$ cat src/rtl/viterbi_pkg.sv
// viterbi_pkg: code constants and state type shared by the convolutional encoder and the Viterbi decoder.
package viterbi_pkg;
  localparam int K = 3;
  localparam logic [K-1:0] G0 = 3'b111;
  localparam logic [K-1:0] G1 = 3'b101;
  localparam int MEM_W = K - 1;
  typedef enum logic [1:0] {IDLE, DATA, TAIL} enc_state_t;
endpackage

$ cat src/rtl/conv_enc_core.sv
// conv_enc_core: encoder shift memory plus generator parities for the bit currently presented.
module conv_enc_core #(
  parameter int K = viterbi_pkg::K,
  parameter logic [K-1:0] G0 = viterbi_pkg::G0,
  parameter logic [K-1:0] G1 = viterbi_pkg::G1
) (
  input  logic         clk,
  input  logic         rst,
  input  logic         shift_i,
  input  logic         b_i,
  output logic [1:0]   sym_o,
  output logic [K-2:0] mem_o
);
  logic [K-2:0] mem_q;
  logic [K-1:0] w;
  assign w = {b_i, mem_q};
  assign sym_o = {^(w & G0), ^(w & G1)};
  assign mem_o = mem_q;
  always_ff @(posedge clk or negedge rst) begin
    if (!rst) mem_q <= '0;
    else if (shift_i) mem_q <= w[K-1:1];
  end
endmodule

$ cat src/rtl/conv_encoder_framed.sv
// conv_encoder_framed: rate-1/2 convolutional encoder that closes every FRAME_LEN-bit frame with K-1 zero tail bits.
module conv_encoder_framed
  import viterbi_pkg::enc_state_t, viterbi_pkg::IDLE, viterbi_pkg::DATA, viterbi_pkg::TAIL;
#(
  parameter int K = viterbi_pkg::K,
  parameter logic [K-1:0] G0 = viterbi_pkg::G0,
  parameter logic [K-1:0] G1 = viterbi_pkg::G1,
  parameter int FRAME_LEN = 64
) (
  input  logic       clk,
  input  logic       rst,
  input  logic       enable_i,
  input  logic       d_in,
  output logic       ready_o,
  output logic       valid_o,
  output logic [1:0] d_out,
  output logic       frame_done_o
);
  localparam int CW = (FRAME_LEN < 1) ? 1 : $clog2(FRAME_LEN + 1);
  localparam int TW = (K > 2) ? $clog2(K - 1) : 1;
  localparam logic [CW-1:0] FL = CW'(FRAME_LEN);
  localparam logic [TW-1:0] TL = TW'(K - 2);
  enc_state_t state_q, state_d;
  logic [CW-1:0] cnt_q, cnt_d;
  logic [TW-1:0] tcnt_q, tcnt_d;
  logic valid_q, done_q;
  logic [1:0] dout_q, sym;
  logic [K-2:0] mem;
  logic accept, shift, last_tail;
  assign ready_o = state_q != TAIL;
  assign accept = enable_i & ready_o;
  assign last_tail = (state_q == TAIL) && (tcnt_q == TL);
  assign shift = accept | (state_q == TAIL);
  conv_enc_core #(.K(K), .G0(G0), .G1(G1)) u_core (
    .clk(clk), .rst(rst), .shift_i(shift), .b_i(accept & d_in), .sym_o(sym), .mem_o(mem)
  );
  // Count stays at 0 in IDLE, so every accept is a plain increment.
  always_comb begin
    state_d = state_q;
    cnt_d = cnt_q;
    tcnt_d = tcnt_q;
    if (state_q == TAIL) begin
      tcnt_d = last_tail ? '0 : tcnt_q + 1'b1;
      cnt_d = last_tail ? '0 : cnt_q;
      state_d = last_tail ? IDLE : TAIL;
    end else if (accept && FRAME_LEN == 0) begin
      state_d = DATA;
    end else if (accept) begin
      cnt_d = cnt_q + 1'b1;
      state_d = (cnt_d == FL) ? TAIL : DATA;
    end
  end
  always_ff @(posedge clk or negedge rst) begin
    if (!rst) begin
      state_q <= IDLE;
      cnt_q <= '0;
      tcnt_q <= '0;
      valid_q <= 1'b0;
      dout_q <= 2'b00;
      done_q <= 1'b0;
    end else begin
      state_q <= state_d;
      cnt_q <= cnt_d;
      tcnt_q <= tcnt_d;
      valid_q <= shift;
      dout_q <= shift ? sym : dout_q;
      done_q <= last_tail;
    end
  end
  // The tail must leave the trellis in state 0 for the decoder's traceback.
  always_comb if (done_q) assert (mem == '0);
  assign valid_o = valid_q;
  assign d_out = dout_q;
  assign frame_done_o = done_q;
endmodule

$ cat config.mk
export PLATFORM = sky130hd
export DESIGN_NAME = conv_encoder_framed
export DESIGN_NICKNAME = d
export VERILOG_FILES = /design/src/rtl/viterbi_pkg.sv /design/src/rtl/conv_enc_core.sv /design/src/rtl/conv_encoder_framed.sv
export SDC_FILE = /design/constraint.sdc
export NUM_CORES = 1
export LEC_CHECK = 0
export ABC_AREA = 1
export BUFFER_PORTS_ARGS = -buffer_cell sky130_fd_sc_hd__clkbuf_2
export CAP_MARGIN = 10
export CORE_MARGIN = 4
export CORE_UTILIZATION = 45
export DETAILED_ROUTE_END_ITERATION = 8
export GPL_ROUTABILITY_DRIVEN = 0
export PLACE_DENSITY_LB_ADDON = 0.2
export REMOVE_ABC_BUFFERS = 1
export SYNTH_ARGS = -nofsm -noshare
export SYNTH_HDL_FRONTEND = slang
export SYNTH_SLANG_ARGS = --single-unit
$ cat constraint.sdc
create_clock -name clk -period 2.3 [get_ports clk]
set_input_delay 0.115 -clock clk [delete_from_list [all_inputs] [get_ports clk]]
set_output_delay 0.115 -clock clk [all_outputs]
set_load 0.03 [all_outputs]
==> impl_metrics.toml <==
[clock_network]
h-tree-depth = 1
post_cts_buffers = 0
cts_resized = 0
ctsLongestPathBuffers = 2
path_clk_slew_ps = 100
cts_root_buf = "clkbuf_4"
worstSkewPairLatency_ps = 290
clkSinkCount = 16
tritoncts = "built"
cts_buffers = 3
cts_hold_buf = 1

[floorplan]
core-area_mm2 = 0.00156
io_pins = 9
placementRows = 14
initial_core_util_pct = 49.4
die_w_um = 49.4
dieArea_mm2 = 0.00244
die_y_um = 49.4

[synth]
synth_cell_types = 18
yosysSeqAreaShare_pct = 52.0
ys_warn_count = 0
netlist_area_um2 = 769
ys_seq_elements = 16
synthCells = 92
avgSynthCellArea_um2 = 8.36

[route]
drt-initial-drc-count = 17
wire_per_inst_um = 11.6
vias = 612
via_per_inst = 5.06
drc = 0
drtPass1Iterations = 4
routed_wl_mm = 1.40
antenna_left = 0

[grt]
antenna_found_initial = 0
grt_use_total_pct = 13.7
gr-total-overflow = 0
grt_max_degree = 17
grt_pass1_vias = 570
grt_pass1_wl_mm = 2.55

[timing]
setup_viol = 0
worst_clock_skew_ps = 6.74
worst_pin_slew_ps = 386
drv_slew = 0
fin_crit_ps = 1340
fin_crit_sh_pct = 58.4
slew_headroom_pct = 74.3
tns_ps = 0
fmax_ghz = 0.745
rsz0062_at_grt = "no"
holdWs_ps = 122
finalHoldViolCount = 0

[hold_path]
hp-class = "input pin to flop"

[setup_path]
critical_path.max_stage_delay_ps = 410
cp_common_cell = "nand2_1"
path_cells = "ha_1 -> nand2_2 -> inv_2 -> nand2_1 -> nand2_1 -> inv_1 -> nor2_2 -> nand3_2 -> nand2_1 -> nand2_1"
worstPathMaxFanout = 5
worstPathArrival_ps = 1540
start_kind = "flop"
crit_required_ps = 2490
cpMaxStageDelayCell = "dfrtp_1"
cp_top_family = "simple AND/OR/NAND/NOR gates"
r2r_slack_ps = 960
path_buf_inv = 2
critPathKind = "flop to flop"
cp-end-kind = "flop"

[outcome]
outcome = "complete, no violations"

[cells_and_area]
stdcell_count = 121
area_growth_pct = 13.8
drive_above_1_share_pct = 18.1
seq_area_um2 = 400
layout_commonest_cell = "nand2_1"
stdcell_area_um2 = 876
nFillCells = 132
multiInputGateArea_um2 = 320
nNetsFinal = 111
mostFrequentLayoutCells = "28 x nand2_1, 16 x dfrtp_1, 12 x inv_1"
fin_util_pct = 56.2
num_antenna_cells = 0

[power_and_ir_drop]
peakVddDrop_v = 0.000461
power.leakage_uw = 0.000451
power.density_mw_per_mm2 = 1010

[flow_run]
max-cap-violations = 0

[place]
dp_cells = 116
placed_cell_area_um2 = 830
port-buffer-count = 8
post-dp-hpwl_mm = 1.05
==> cells by family (layout without fill, tap and decap cells) <==
| family | count (synthesis) | count (layout) | share of synthesized area, % |
|---|---|---|---|
| buffers and inverters | 13 | 26 | 6.34 |
| and+or+nand+nor | 48 | 48 | 28.6 |
| xor gates and xnor gates | 3 | 3 | 3.42 |
| AOI/OAI and AO/OA | 11 | 11 | 7.97 |
| adders and majority gates | 1 | 1 | 1.63 |
| DFF | 16 | 16 | 52.0 |
==> path summary, 6_finish.rpt <==
path	end	depth (start not counted)	from
max in group asynchronous	d_out[0]	2	rst
min in group asynchronous	cnt_q[1]	2	rst
worst min-delay path	u_core.mem_o[1]	3	d_in
worst max register to register	state_q[0]	10	cnt_q[0]
worst min register to register	d_out[1]	2	d_out[1]
worst max-delay path	state_q[0]	10	cnt_q[0]
==> synth_stat cells <==
cell | count | area [um2]
nand4_1 | 1 | 6.26
nand3_2 | 1 | 10.0
a21oi_2 | 1 | 8.76
o21ai_0 | 7 | 35.0
inv_1 | 12 | 45.0
nand2_1 | 28 | 105
nand3_1 | 9 | 45.0
xnor2_1 | 1 | 8.76
ha_1 | 1 | 12.5
nor2_4 | 2 | 22.5
nand2_2 | 1 | 6.26
dfrtp_1 | 16 | 400
inv_2 | 1 | 3.75
nor2_1 | 5 | 18.8
xor2_1 | 2 | 17.5
nor2_2 | 1 | 6.26
a21oi_1 | 1 | 5.00
o22ai_1 | 2 | 12.5
==> flip-flops by register name, indices dropped and copies added, names as in the netlist <==
| register | cells |
|---|---|
| u_core.mem_o | 2 |
| cnt_q | 7 |
| tcnt_q | 1 |
| valid_o | 1 |
| frame_done_o | 1 |
| state_q | 2 |
| d_out | 2 |
==> per-stage QoR <==
stage	worst slack (ps)	power [uW]
2_1_floorplan	1080	632
3_3_place_gp	993	699
3_5_place_dp	950	705
4_1_cts	946	897
5_1_grt	809	956
6_report	957	888
==> power breakdown <==
group / switching (uW) / internal [uW] / leakage [uW]
Combinational: 176 / 96.0 / 0.000230
Clock: 90.6 / 96.4 / 0.0000210
Sequential: 68.9 / 360 / 0.000200
==> worst register-to-register path, cell delays in order (launching register included) <==
cell	delay, ps
dfrtp_1	410
ha_1	220
nand2_2	70
inv_2	60
nand2_1	50
nand2_1	70
inv_1	50
nor2_2	120
nand3_2	80
nand2_1	70
nand2_1	50
==> per-layer routing <==
layer	wire length (um)	part of all wire, %	vias up	track usage, %
met5	0	0	-	0
met4	7	0.50	0	2.84
met3	65	4.6	2	6.42
met2	659	47	11	21.2
met1	670	48	281	17.3
li1	-	-	318	-
==> cell type report <==
| class | count | share of cell area, % |
|---|---|---|
| multi-input cells | 63 | 36.6 |
| well taps | 16 | 2.29 |
| clock buffers | 4 | 4.14 |
| repair buffers | 9 | 5.71 |
| flip-flops and latches | 16 | 45.7 |
| inverters | 13 | 5.57 |
(Power assumes the default switching activity.)
